===== src/rtl/alu_exec_pkg.sv =====
// Shared ALU op codes and execute-stage FSM encoding.
// Used by seq_alu_exec, alu_comb_core and the ALU control unit.
package alu_exec_pkg;

    localparam logic [3:0] ALU_ADD  = 4'b0000;
    localparam logic [3:0] ALU_SUB  = 4'b0001;
    localparam logic [3:0] ALU_AND  = 4'b0010;
    localparam logic [3:0] ALU_OR   = 4'b0011;
    localparam logic [3:0] ALU_XOR  = 4'b0100;
    localparam logic [3:0] ALU_SLL  = 4'b0101;
    localparam logic [3:0] ALU_SRL  = 4'b0110;
    localparam logic [3:0] ALU_SRA  = 4'b0111;
    localparam logic [3:0] ALU_SLT  = 4'b1000;
    localparam logic [3:0] ALU_SLTU = 4'b1001;
    localparam logic [3:0] ALU_LUI  = 4'b1010;

    typedef enum logic [1:0] {
        S_IDLE  = 2'd0,
        S_SHIFT = 2'd1,
        S_DONE  = 2'd2
    } state_e;

    function automatic logic is_shift(input logic [3:0] op);
        return (op == ALU_SLL) || (op == ALU_SRL) || (op == ALU_SRA);
    endfunction

endpackage


===== src/rtl/alu_comb_core.sv =====
// Combinational ADD/SUB/logic/compare/LUI datapath (shifts and unused codes give 0).
// Ports: op_i op code, a_i/b_i operands, res_o result.
module alu_comb_core
    import alu_exec_pkg::*;
#(
    parameter int DATA_WIDTH = 32
) (
    input  logic [3:0]            op_i,
    input  logic [DATA_WIDTH-1:0] a_i,
    input  logic [DATA_WIDTH-1:0] b_i,
    output logic [DATA_WIDTH-1:0] res_o
);

    logic lt_s;
    logic lt_u;

    assign lt_s = $signed(a_i) < $signed(b_i);
    assign lt_u = a_i < b_i;

    always_comb begin
        res_o = '0;
        case (op_i)
            ALU_ADD:  res_o = a_i + b_i;
            ALU_SUB:  res_o = a_i - b_i;
            ALU_AND:  res_o = a_i & b_i;
            ALU_OR:   res_o = a_i | b_i;
            ALU_XOR:  res_o = a_i ^ b_i;
            ALU_SLT:  res_o = {{(DATA_WIDTH-1){1'b0}}, lt_s};
            ALU_SLTU: res_o = {{(DATA_WIDTH-1){1'b0}}, lt_u};
            ALU_LUI:  res_o = b_i;
            default:  res_o = '0;
        endcase
    end

endmodule


===== src/rtl/seq_alu_exec.sv =====
// Execute-stage ALU with start/done handshake; shifts iterate 1 bit per clock.
// Ports: clk, reset (sync, active-high), start_i, ALU_Operation_i, A_i, B_i,
//   busy_o (SHIFT state), done_o (1-cycle result-valid pulse), ALU_Result_o, Zero_o.
// Build option: FAST_SHIFT_EN selects a single-cycle barrel shifter (busy_o tied 0).
module seq_alu_exec
    import alu_exec_pkg::*;
#(
    parameter int DATA_WIDTH = 32
) (
    input  logic                  clk,
    input  logic                  reset,
    input  logic                  start_i,
    input  logic [3:0]            ALU_Operation_i,
    input  logic [DATA_WIDTH-1:0] A_i,
    input  logic [DATA_WIDTH-1:0] B_i,
    output logic                  busy_o,
    output logic                  done_o,
    output logic [DATA_WIDTH-1:0] ALU_Result_o,
    output logic                  Zero_o
);

    localparam int SW = $clog2(DATA_WIDTH);

    state_e                state_q, state_d;
    logic [DATA_WIDTH-1:0] res_q, res_d;
    logic [DATA_WIDTH-1:0] core_res;
    logic [DATA_WIDTH-1:0] launch_res;
    logic [SW-1:0]         shamt;

    assign shamt = B_i[SW-1:0];

    alu_comb_core #(
        .DATA_WIDTH(DATA_WIDTH)
    ) u_core (
        .op_i (ALU_Operation_i),
        .a_i  (A_i),
        .b_i  (B_i),
        .res_o(core_res)
    );

`ifdef FAST_SHIFT_EN

    always_comb begin
        launch_res = core_res;
        case (ALU_Operation_i)
            ALU_SLL: launch_res = A_i << shamt;
            ALU_SRL: launch_res = A_i >> shamt;
            ALU_SRA: launch_res = $signed(A_i) >>> shamt;
            default: launch_res = core_res;
        endcase
    end

    always_comb begin
        state_d = state_q;
        res_d   = res_q;
        unique case (state_q)
            S_IDLE: begin
                if (start_i) begin
                    state_d = S_DONE;
                    res_d   = launch_res;
                end
            end
            S_DONE:  state_d = S_IDLE;
            default: state_d = S_IDLE;
        endcase
    end

    always_ff @(posedge clk) begin
        if (reset) begin
            state_q <= S_IDLE;
            res_q   <= '0;
        end else begin
            state_q <= state_d;
            res_q   <= res_d;
        end
    end

    assign busy_o = 1'b0;

`else

    logic [DATA_WIDTH-1:0] a_q, a_d;
    logic [DATA_WIDTH-1:0] a_step;
    logic [SW-1:0]         cnt_q, cnt_d;
    logic [3:0]            op_q, op_d;

    // A zero-distance shift completes like any other single-cycle op.
    assign launch_res = is_shift(ALU_Operation_i) ? A_i : core_res;

    always_comb begin
        a_step = a_q;
        case (op_q)
            ALU_SLL: a_step = {a_q[DATA_WIDTH-2:0], 1'b0};
            ALU_SRL: a_step = {1'b0, a_q[DATA_WIDTH-1:1]};
            default: a_step = {a_q[DATA_WIDTH-1], a_q[DATA_WIDTH-1:1]};
        endcase
    end

    always_comb begin
        state_d = state_q;
        res_d   = res_q;
        a_d     = a_q;
        cnt_d   = cnt_q;
        op_d    = op_q;
        unique case (state_q)
            S_IDLE: begin
                if (start_i) begin
                    if (is_shift(ALU_Operation_i) && (shamt != '0)) begin
                        state_d = S_SHIFT;
                        a_d     = A_i;
                        cnt_d   = shamt;
                        op_d    = ALU_Operation_i;
                    end else begin
                        state_d = S_DONE;
                        res_d   = launch_res;
                    end
                end
            end
            S_SHIFT: begin
                a_d   = a_step;
                cnt_d = cnt_q - SW'(1);
                // The last bit is shifted on the edge that enters DONE.
                if (cnt_q == SW'(1)) begin
                    state_d = S_DONE;
                    res_d   = a_step;
                end
            end
            S_DONE:  state_d = S_IDLE;
            default: state_d = S_IDLE;
        endcase
    end

    always_ff @(posedge clk) begin
        if (reset) begin
            state_q <= S_IDLE;
            res_q   <= '0;
            a_q     <= '0;
            cnt_q   <= '0;
            op_q    <= ALU_ADD;
        end else begin
            state_q <= state_d;
            res_q   <= res_d;
            a_q     <= a_d;
            cnt_q   <= cnt_d;
            op_q    <= op_d;
        end
    end

    assign busy_o = (state_q == S_SHIFT);

`endif

    assign done_o       = (state_q == S_DONE);
    assign ALU_Result_o = res_q;
    assign Zero_o       = (res_q == '0);

endmodule


===== config.mk =====
export PLATFORM = sky130hd
export DESIGN_NAME = seq_alu_exec
export DESIGN_NICKNAME = d
export VERILOG_FILES = /design/src/rtl/alu_exec_pkg.sv /design/src/rtl/alu_comb_core.sv /design/src/rtl/seq_alu_exec.sv
export SDC_FILE = /design/constraint.sdc
export NUM_CORES = 1
export LEC_CHECK = 0
export CELL_PAD_IN_SITES_DETAIL_PLACEMENT = 0
export CELL_PAD_IN_SITES_GLOBAL_PLACEMENT = 1
export CORE_AREA = 2 2 169 171
export CTS_BUF_LIST = sky130_fd_sc_hd__clkbuf_16
export CTS_CLUSTER_SIZE = 24
export DETAILED_ROUTE_END_ITERATION = 8
export DIE_AREA = 0 0 171 173
export PLACE_DENSITY_LB_ADDON = 0.15
export REMOVE_ABC_BUFFERS = 1
export SETUP_SLACK_MARGIN = 0.3
export SLEW_MARGIN = 30
export SYNTH_ARGS = -nofsm -noshare
export SYNTH_HDL_FRONTEND = slang
export SYNTH_SLANG_ARGS = --single-unit

===== constraint.sdc =====
create_clock -name clk -period 3.57 [get_ports clk]
set_input_delay 0.357 -clock clk [delete_from_list [all_inputs] [get_ports clk]]
set_output_delay 0.357 -clock clk [all_outputs]
set_load 0.02 [all_outputs]

==> flow_summary_export.csv, run 1 <==
group,metric,value,unit
yosys,ys_seq_area_share,15.6,%
placed_design,place.gp.congestion,0.933,
timing,fin_crit,3190,ps
floorplanning,die_h,173,microns
detailed_routing,vias,11100,
timing,fin_crit_sh,89.4,%
clocking,clock_tree.buffer_depth,2,
power,p_leak,5.40,nW
yosys,ys_ff_latch,75,
setup_path,arrival,3460,ps
finish,final_area,13000,sq um
setup_path,path_max_fanout,4,
setup_path,reg2reg_slack,760,ps
global_routing,grt_first_pass_wirelength,63.0,mm
finish,regArea,1500,sq um
global_routing,grt_pass1_vias,10720,
floorplanning,die_x,171,microns
finish,syn2layout_area_growth,35.4,%
global_routing,track_usage,27.1,%
global_routing,grt_antenna_before_repair,0,
setup_path,cp_cell_sequence,"clkdlybuf4s50_1 > inv_1 > ha_4 > o21ba_1 > or4_4 > buf_4 > a2111oi_4 > a211oi_2 > a211oi_2 > buf_4 > a31o_1 > a211o_1 > a21oi_1 > a2111oi_2",
placed_design,placed_area,12500,sq um
setup_path,rr_worst_depth,10,
setup_path,path_class,"input port to register",
clocking,clock_latency,370,ps
floorplanning,fp-row-count,61,
power,pwr_density_cell,278,nW/um^2
yosys,synth_edf_count,0,
yosys,yosys_most_used_dff,"dfxtp_1",
setup_path,startpoint,"A_i[1]",
yosys,synth.most_common_cell,"nor2_1",
floorplanning,top_level_ports,106,
global_routing,grt_max_degree,63,
floorplanning,core-area,27600,sq um
detailed_routing,drc_errors,0,
timing,rsz0062_at_grt,"true",
clocking,cts_root_buffer,"clkbuf_16",
setup_path,critPathLaunchType,"input port",
timing,slew_headroom,38.9,%
global_routing,overflow,0,
detailed_routing,wl,40.7,mm
placed_design,io_buffers,105,
setup_path,cpPeakStageDelay,490,ps
detailed_routing,drtIter0Drc,833,
clocking,hold_buffers,0,
setup_path,crit_end,"ALU_Result_o[31]",
status,status,"finished, final reports clean",
timing,slew_violations,0,
detailed_routing,wl_per_cell,20.8,microns
min_path,worst_hold_path_type,"input port to register",
yosys,async_flop_share,0,%
clocking,htreeDepth,3,
detailed_routing,ant_nets,0,
setup_path,required,3840,ps
timing,clock_skew,13.5,ps
placed_design,dp_hpwl,31.5,mm
timing,hold_violations,0,
yosys,ys_types,91,
setup_path,reg2reg_to,"ALU_Result_o[28]",
yosys,synth.area.top_cells,"dfxtp_1, ha_1, a21oi_1, nor2_1, inv_1",
finish,n_antenna_cell,0,
yosys,synthesis.instances,1321,
timing,setup_tns,0,ps
setup_path,r2r-start,"cnt_q[1]",
yosys,synthTopCellsByCount,"nor2_1, a21oi_1, ha_1",
detailed_routing,via_per_inst,5.68,
power,irDropWorstVdd,0.000186,V
timing,fmax,313,MHz
yosys,synth_warnings,0,
clocking,cts_made_buffers,9,
floorplanning,initial_core_util,34.8,%
clocking,cts_tree,"done",
finish,drive_gt1_share,21.4,%
job,maxCapViolations,0,
yosys,yosys.area.top_type,"dfxtp_1",
timing,setup_viol,0,
setup_path,slowest_stage,"clkdlybuf4s50_1",
floorplanning,die_area,29600,sq um
yosys,synth_area,9630,sq um
yosys,yosys.area.top_type_share,15.6,%
finish,multiInputGateArea,7590,sq um
power,p_total,3.62,mW
timing,tightest_slew,904,ps
yosys,postSynthAreaPerCell,7.29,sq um
clocking,clk_pin_slew,80,ps
setup_path,endpoint_kind,"register",
finish,fill_cells,2843,
finish,final_nets,1759,
detailed_routing,dr.pass1.iters,5,
clocking,cts_sinks,75,
[worst max-delay path: cells and delay by family]
family,cells,cell delay [ps]
AO/OA/AOI/OAI,8,1520
AND/OR/NAND/NOR,1,430
buffers and inverters,4,910
adder cells (fa/ha/maj),1,250
[logic make-up (layout without fill, tap and decap cells)]
| logic type | after synthesis | in the layout | share of synthesized area, % |
|---|---|---|---|
| AO/OA/AOI/OAI | 477 | 477 | 33.2 |
| XOR/XNOR | 10 | 10 | 0.910 |
| adder cells (fa/ha/maj) | 117 | 117 | 15.4 |
| buffers and inverters | 189 | 444 | 8.60 |
| flip-flops | 75 | 75 | 15.6 |
| multiplexers | 67 | 67 | 7.37 |
| AND/OR/NAND/NOR | 386 | 386 | 19.0 |
[cell type report]
class | instances | share of cell area, %
clock buffers | 9 | 1.73
clock inverters | 7 | 0.528
multi-input cells | 1057 | 58.2
inverters | 99 | 2.85
flip-flops and latches | 75 | 11.5
repair buffers | 329 | 21.5
well taps | 378 | 3.63
[power breakdown]
group	switching, mW	internal [mW]
Sequential	0.0572	0.888
Clock	0.464	0.542
Combinational	0.931	0.741
[placed cells by master, fill, tap and decap left out, types with 8 or more instances in the layout]
cell | netlist | layout
a211o_1 | 8 | 8
nor2_1 | 189 | 188
nand4_1 | 13 | 13
dfxtp_1 | 75 | 75
nand3_1 | 13 | 12
clkdlybuf4s50_1 | 0 | 102
o31ai_1 | 17 | 15
a311oi_1 | 14 | 13
o22ai_1 | 15 | 14
o21bai_1 | 13 | 13
a21o_1 | 9 | 9
a211oi_1 | 23 | 18
nor2b_1 | 12 | 11
mux2i_1 | 36 | 36
o211ai_1 | 8 | 8
o21ai_0 | 63 | 60
inv_1 | 98 | 97
a22oi_1 | 26 | 26
nand2b_1 | 10 | 9
mux2_2 | 31 | 31
nand2_1 | 54 | 53
clkbuf_16 | 0 | 9
ha_1 | 115 | 109
buf_4 | 3 | 218
a221oi_1 | 18 | 18
a21oi_1 | 166 | 164
nor3_1 | 27 | 26
nor4_1 | 22 | 19
[stage by stage]
stage	std cells	util [%]	hold slack, ps	setup WS (ps)
after floorplan	1231	-	426	-2680
after global placement	1934	45.2	472	-133
after detailed placement	1934	45.2	486	-151
after CTS	1951	46.4	456	307
after global routing	1954	47.2	460	256
final	1954	47.2	467	380
[registers in the layout, indices dropped and copies added, names as in the netlist]
name          count
ALU_Result_o     32
a_q              32
cnt_q             5
op_q              4
state_q           2
[layer usage]
| layer | vias up | global-route usage (%) | routed length (microns) |
|---|---|---|---|
| met5 | - | 0 | 0 |
| met4 | 0 | 5.83 | 650 |
| li1 | 5354 | - | - |
| met1 | 5419 | 38.5 | 19500 |
| met2 | 292 | 44.1 | 18800 |
| met3 | 35 | 2.75 | 1650 |
[worst min path at each step]
| stage | slack, ps | startpoint | endpoint | cells after the start |
|---|---|---|---|---|
| finish | 470 | reset | a_q[31] | 2 |
| detailed placement | 490 | op_q[2] | op_q[2] | 2 |
| CTS | 460 | reset | a_q[31] | 2 |
| floorplan | 430 | reset | ALU_Result_o[25] | 1 |
| global route | 460 | reset | a_q[31] | 2 |
| global placement | 470 | op_q[2] | op_q[2] | 2 |
[repair_timing]
item,in CTS,in global routing
pin swaps,1,11
setup buffers,1,3
cloned,0,0
setup endpoints to repair,8,18
resized for setup,8,41
Power figures use the tool's default switching activity.
==> inputs of run 2 (changes only) <==
--- a/config.mk
+++ b/config.mk
@@ -7,11 +7,11 @@
 export LEC_CHECK = 0
 export CELL_PAD_IN_SITES_DETAIL_PLACEMENT = 0
 export CELL_PAD_IN_SITES_GLOBAL_PLACEMENT = 1
-export CORE_AREA = 2 2 169 171
+export CORE_AREA = 5 5 172 174
 export CTS_BUF_LIST = sky130_fd_sc_hd__clkbuf_16
 export CTS_CLUSTER_SIZE = 24
 export DETAILED_ROUTE_END_ITERATION = 8
-export DIE_AREA = 0 0 171 173
+export DIE_AREA = 0 0 177 179
 export PLACE_DENSITY_LB_ADDON = 0.15
 export REMOVE_ABC_BUFFERS = 1
 export SETUP_SLACK_MARGIN = 0.3
==> run 2 against run 1 <==
Against the previous run:
- sequential cell count unchanged
- utilization decreased by 0.62 points
- worst setup slack improved by 7.7 ps
- sequential share of layout area increased by 0.15 points
- non-clock buffer count decreased by 24
- sequential power about the same
==> flow_summary_export.csv, run 2 (synthesis results as in run 1) <==
group,metric,value,unit
finish,final_nets,1735,
finish,syn2layout_area_growth,33.6,%
timing,setup_viol,0,
detailed_routing,drtIter0Drc,885,
floorplanning,initial_core_util,34.8,%
power,irDropWorstVdd,0.000165,V
clocking,hold_buffers,0,
power,seq_power_share,26.3,%
timing,fin_crit,3180,ps
min_path,min_path_cells,4,
setup_path,reg2reg_slack,720,ps
finish,drive_gt1_share,20.4,%
power,p_sw_share,40.2,%
floorplanning,die_x,177,microns
placed_design,placed_area,12300,sq um
finish,layout_common_cells,"buf_4, nor2_1, a21oi_1",
detailed_routing,wl_per_cell,20.8,microns
detailed_routing,wl,40.1,mm
power,p_int,2.15,mW
timing,fmax,314,MHz
setup_path,reg2reg_to,"ALU_Result_o[31]",
placed_design,io_buffers,105,
min_path,worstHoldStart,"B_i[4]",
power,pwr_density_cell,279,nW/um^2
floorplanning,die_area,31700,sq um
clocking,cts_tree,"done",
floorplanning,fp-row-count,61,
global_routing,use_met1,34.4,%
min_path,worst_hold_path_type,"input port to register",
global_routing,use_met3,3.02,%
setup_path,arrival,3460,ps
timing,clock_skew,11.6,ps
global_routing,busiest_layer,"met2",
finish,layout_commonest_cell,"buf_4",
timing,slew_headroom,41.9,%
job,maxCapViolations,0,
setup_path,endpoint_kind,"register",
clocking,cts_sinks,75,
detailed_routing,via_per_inst,5.70,
floorplanning,core-area,27600,sq um
finish,final_area,12900,sq um
detailed_routing,dr.pass1.iters,5,
floorplanning,die_h,179,microns
detailed_routing,vias,11006,
timing,hold_violations,0,
global_routing,grt_max_degree,69,
detailed_routing,ant_nets,0,
clocking,cts_root_buffer,"clkbuf_16",
clocking,clk_pin_slew,70,ps
global_routing,track_usage,24.8,%
power,power_switching,1.44,mW
global_routing,grtUsageMet2,40.2,%
power,p_leak,5.32,nW
min_path,whs_endpoint,"cnt_q[4]",
floorplanning,top_level_ports,106,
power,p_clk_share,28.3,%
setup_path,path_class,"input port to register",
timing,tightest_slew,860,ps
finish,utilization,46.6,%
setup_path,required,3840,ps
timing,fin_crit_sh,89.1,%
finish,n_antenna_cell,0,
status,status,"finished, final reports clean",
clocking,htreeDepth,3,
clocking,cts_made_buffers,9,
global_routing,grt_pass1_vias,10747,
global_routing,grt_antenna_before_repair,0,
setup_path,path_max_fanout,7,
setup_path,rr_worst_depth,9,
placed_design,dp_hpwl,30.9,mm
clocking,clock_latency,370,ps
placed_design,place.gp.congestion,0.947,
power,comb_power_share,45.4,%
timing,rsz0062_at_grt,"false",
timing,slew_violations,0,
detailed_routing,drc_errors,0,
setup_path,critPathLaunchType,"input port",
global_routing,overflow,0,
global_routing,grt_first_pass_wirelength,62.0,mm
clocking,clock_tree.buffer_depth,2,
setup_path,r2r-start,"cnt_q[1]",
## run 2: cell types whose count changed in the layout (fill, tap and decap cells not counted), moves of 3 or more
| cell | before | now |
|---|---|---|
| inv_1 | 97 | 94 |
| a21oi_2 | 1 | 4 |
| a21oi_1 | 164 | 161 |
| dlymetal6s2s_1 | 2 | 8 |
| ha_1 | 109 | 106 |
| clkdlybuf4s50_1 | 102 | 96 |
| ha_4 | 2 | 6 |
| inv_2 | 1 | 4 |
| buf_4 | 218 | 195 |
## run 2: worst max path at each step
stage / from / endpoint / slack, ps / cells after the start
finish: B_i[10] / ALU_Result_o[29] / 390 / 13
CTS: B_i[16] / ALU_Result_o[24] / 290 / 13
global placement: B_i[16] / ALU_Result_o[24] / -250 / 13
global route: A_i[12] / ALU_Result_o[25] / 280 / 13
floorplan: op_q[2] / ALU_Result_o[28] / -2680 / 9
detailed placement: B_i[16] / ALU_Result_o[24] / -210 / 13
## run 2: cell type report
cell class              count  area (sq um)
clock buffers               9           225
repair buffers            305          2620
fillers                  2862         14800
inverters                  99           372
clock inverters             7          68.8
multi-input cells        1057          7600
well taps                 378           473
flip-flops and latches     75          1500
## run 2: power by group through the flow
stage	Clock, mW	Sequential, mW	Combinational (mW)
floorplan	0	0.980	0.766
global placement	0	0.964	1.56
detailed placement	0	0.963	1.56
CTS	1.04	0.944	1.58
global route	1.07	0.951	1.76
finish	1.01	0.945	1.63
## run 2: what timing repair did
action,4_1_cts,5_1_grt
gates resized for setup,10,55
endpoints found under the setup margin,7,16
buffers inserted,1,2
pin swaps,2,18
## run 2: critical path, stage by stage
cell             delay (ps)
clkdlybuf4s50_1         510
inv_1                    70
ha_2                    400
buf_4                   140
nand4_1                 160
a211o_1                 380
nand4_1                 110
nand2_1                 200
o41ai_1                 470
buf_4                   180
xor2_1                  140
a21oi_1                  80
a221oi_1                260
## run 2: per-stage QoR
| step | std cells | setup slack, ps | power, mW | hold slack, ps | TNS [ps] |
|---|---|---|---|---|---|
| 2_1_floorplan | 1231 | -2680 | 1.75 | 426 | -124220 |
| 3_3_place_gp | 1911 | -254 | 2.53 | 478 | -1010 |
| 3_5_place_dp | 1911 | -210 | 2.52 | 489 | -1060 |
| 4_1_cts | 1928 | 285 | 3.56 | 502 | 0 |
| 5_1_grt | 1930 | 283 | 3.78 | 468 | 0 |
| 6_report | 1930 | 388 | 3.59 | 456 | 0 |
## run 2: metal layers
layer | vias up | share of wire [%]
met5 | - | 0
li1 | 5308 | -
met1 | 5248 | 46
met4 | 0 | 2.7
met3 | 72 | 5.6
met2 | 378 | 46
==> inputs of run 3 (changes only) <==
--- a/config.mk
+++ b/config.mk
@@ -5,13 +5,14 @@
 export SDC_FILE = /design/constraint.sdc
 export NUM_CORES = 1
 export LEC_CHECK = 0
+export ABC_AREA = 1
 export CELL_PAD_IN_SITES_DETAIL_PLACEMENT = 0
 export CELL_PAD_IN_SITES_GLOBAL_PLACEMENT = 1
-export CORE_AREA = 5 5 172 174
+export CORE_AREA = 5 5 206 158
 export CTS_BUF_LIST = sky130_fd_sc_hd__clkbuf_16
 export CTS_CLUSTER_SIZE = 24
 export DETAILED_ROUTE_END_ITERATION = 8
-export DIE_AREA = 0 0 177 179
+export DIE_AREA = 0 0 211 163
 export PLACE_DENSITY_LB_ADDON = 0.15
 export REMOVE_ABC_BUFFERS = 1
 export SETUP_SLACK_MARGIN = 0.3
==> constraint.sdc (replaced) <==
create_clock -name clk -period 4.05 [get_ports clk]
set_input_delay 0.405 -clock clk [delete_from_list [all_inputs] [get_ports clk]]
set_output_delay 0.405 -clock clk [all_outputs]
set_load 0.02 [all_outputs]
==> run 3 against run 2 <==
Against the previous run:
- worst setup slack improved by 460 ps
- clock power decreased by 10%
- global-route usage increased by 4.0 points
- routed wire length rose by 25%
- sequential share of layout area is 0.64 points higher
- non-clock buffer count decreased by 167
==> flow_summary_export.csv, run 3 <==
group,metric,value,unit
detailed_routing,ant_nets,0,
power,p_clk_share,26.9,%
detailed_routing,drc_errors,0,
clocking,htreeDepth,3,
global_routing,grt_pass1_vias,11903,
yosys,synth_edf_count,0,
yosys,synth_compound_area_share,21.8,%
timing,tightest_slew,893,ps
global_routing,overflow,0,
finish,drive_gt1_share,3.95,%
timing,clock_skew,9.63,ps
yosys,synthesis.instances,1828,
finish,fill_cells,3474,
yosys,ys_ff_latch,75,
min_path,worst_hold_path_type,"register to register",
clocking,cts_made_buffers,9,
setup_path,critPathLaunchType,"register",
finish,final_nets,2084,
yosys,synth_xor_area_share,0.168,%
job,maxCapViolations,0,
global_routing,grt_antenna_before_repair,0,
finish,layout_common_cells,"nand2_1, inv_1, nor2_1",
clocking,clock_tree.buffer_depth,2,
clocking,post_cts_buffers,0,
floorplanning,initial_core_util,34.1,%
finish,syn2layout_area_growth,17.0,%
floorplanning,die_x,211,microns
setup_path,worst-path-buf-inv,1,
yosys,ys_seq_area_share,14.4,%
clocking,clock_latency,380,ps
floorplanning,fp-row-count,56,
yosys,synth_warnings,0,
yosys,synth.area.mux_share,0,%
yosys,yosys.area.top_type_share,17.2,%
clocking,cts_tree,"done",
power,seq_power_share,27.5,%
setup_path,arrival,2800,ps
floorplanning,die_h,163,microns
setup_path,slowest_stage,"nor4_1",
yosys,ys_types,40,
yosys,async_flop_share,0,%
power,comb_power_share,45.6,%
power,p_int,1.83,mW
timing,fin_crit_sh,79.1,%
setup_path,cpPeakStageDelay,710,ps
floorplanning,die_area,34400,sq um
timing,slew_violations,0,
detailed_routing,dr.pass1.iters,7,
setup_path,endpoint_kind,"output port",
timing,hold_violations,0,
clocking,clk_pin_slew,70,ps
finish,layout_commonest_cell,"nand2_1",
placed_design,dp_hpwl,39.9,mm
yosys,synth_area,10400,sq um
yosys,synth.area.top_cells,"nand2_1, dfxtp_1, ha_1, inv_1, nor2_1",
placed_design,io_buffers,105,
yosys,postSynthAreaPerCell,5.70,sq um
floorplanning,top_level_ports,106,
placed_design,place.gp.congestion,1.01,
power,p_leak,6.14,nW
floorplanning,core-area,30500,sq um
detailed_routing,vias,12455,
timing,fmax,312,MHz
timing,setup_tns,0,ps
yosys,yosys.area.top_type,"nand2_1",
detailed_routing,drtIter0Drc,1099,
yosys,yosys_most_used_dff,"dfxtp_1",
detailed_routing,via_per_inst,5.40,
setup_path,path_class,"register to output port",
finish,utilization,39.9,%
timing,slew_headroom,40.4,%
clocking,cts_resized,0,
setup_path,cp_cell_sequence,"nor4_1 > nand4_1 > nor2_1 > clkdlybuf4s50_1",
detailed_routing,wl,50.3,mm
setup_path,required,3640,ps
clocking,cts_root_buffer,"clkbuf_16",
clocking,hold_buffers,0,
global_routing,grt_first_pass_wirelength,75.0,mm
status,status,"finished, final reports clean",
global_routing,track_usage,28.8,%
power,power_switching,1.54,mW
timing,rsz0062_at_grt,"false",
yosys,synth_top_family_by_area,"simple AND/OR/NAND/NOR gates",
clocking,cts_sinks,75,
yosys,synth.most_common_cell,"nand2_1",
power,irDropWorstVdd,0.000193,V
detailed_routing,wl_per_cell,21.8,microns
timing,setup_viol,0,
setup_path,crit_family,"simple AND/OR/NAND/NOR gates",
power,p_sw_share,45.7,%
power,pwr_density_cell,276,nW/um^2
power,p_total,3.36,mW
yosys,yosys.area_share.simple,34.4,%
timing,fin_crit,3200,ps
yosys,synth_fa_ha_area_share,14.2,%
yosys,synthTopCellsByCount,"nand2_1, inv_1, nor2_1",
finish,n_antenna_cell,0,
global_routing,grt_max_degree,40,
setup_path,path_max_fanout,3,
[run 3: logic make-up (layout without fill, tap and decap cells)]
family | after synthesis | after routing
DFF | 75 | 75
buffers and inverters | 399 | 472
xor gates and xnor gates | 2 | 2
and+or+nand+nor | 868 | 868
adders and majority gates | 117 | 117
AOI/OAI and AO/OA | 367 | 367
[run 3: per-layer routing]
metal	track usage, %	share of wire (%)
met5	0	0
met4	8.34	2.6
met3	6.14	7.9
met2	41.3	40
met1	43.1	49
[run 3: metrics by stage]
step | hold WS [ps] | area, sq um | setup slack, ps | instances
after global placement | 434 | 11900 | 649 | 2291
after global routing | 485 | 12200 | 759 | 2307
after floorplan | 421 | 10000 | 590 | 1747
after CTS | 452 | 12200 | 977 | 2307
final | 447 | 12200 | 848 | 2307
after detailed placement | 441 | 11900 | 630 | 2291
[run 3: path summary, 6_finish.rpt]
path	depth (start not counted)	slack (ps)	to	from
worst min register to register	2	450	op_q[3]	op_q[3]
worst min-delay path	2	450	op_q[3]	op_q[3]
worst max-delay path	4	850	Zero_o	ALU_Result_o[0]
worst max register to register	9	1370	cnt_q[1]	state_q[1]
[run 3: final cells by class]
type	count	area, sq um	area share, %
Multi-Input combinational cell	1354	7360	60.3
Tap cell	406	508	4.16
Clock inverter	7	83.8	0.687
Timing Repair Buffer	138	1320	10.9
Sequential cell	75	1500	12.3
Clock buffer	9	225	1.85
Inverter	318	1190	9.79
[run 3: power groups by stage]
stage / Sequential (mW) / Combinational, mW / Clock [mW]
after global placement: 0.936 / 1.50 / 0
after detailed placement: 0.936 / 1.50 / 0
after global routing: 0.933 / 1.68 / 0.957
final: 0.925 / 1.53 / 0.907
after floorplan: 0.955 / 0.806 / 0
after CTS: 0.920 / 1.51 / 0.926
[run 3: worst reg2reg max path: stages (launching register included)]
cell	delay [ps]
dfxtp_1	460
nor2_2	90
buf_4	280
nand2_2	150
o31ai_2	100
nor3_4	440
nor2_4	50
inv_2	660
o22ai_1	140
o21a_1	210
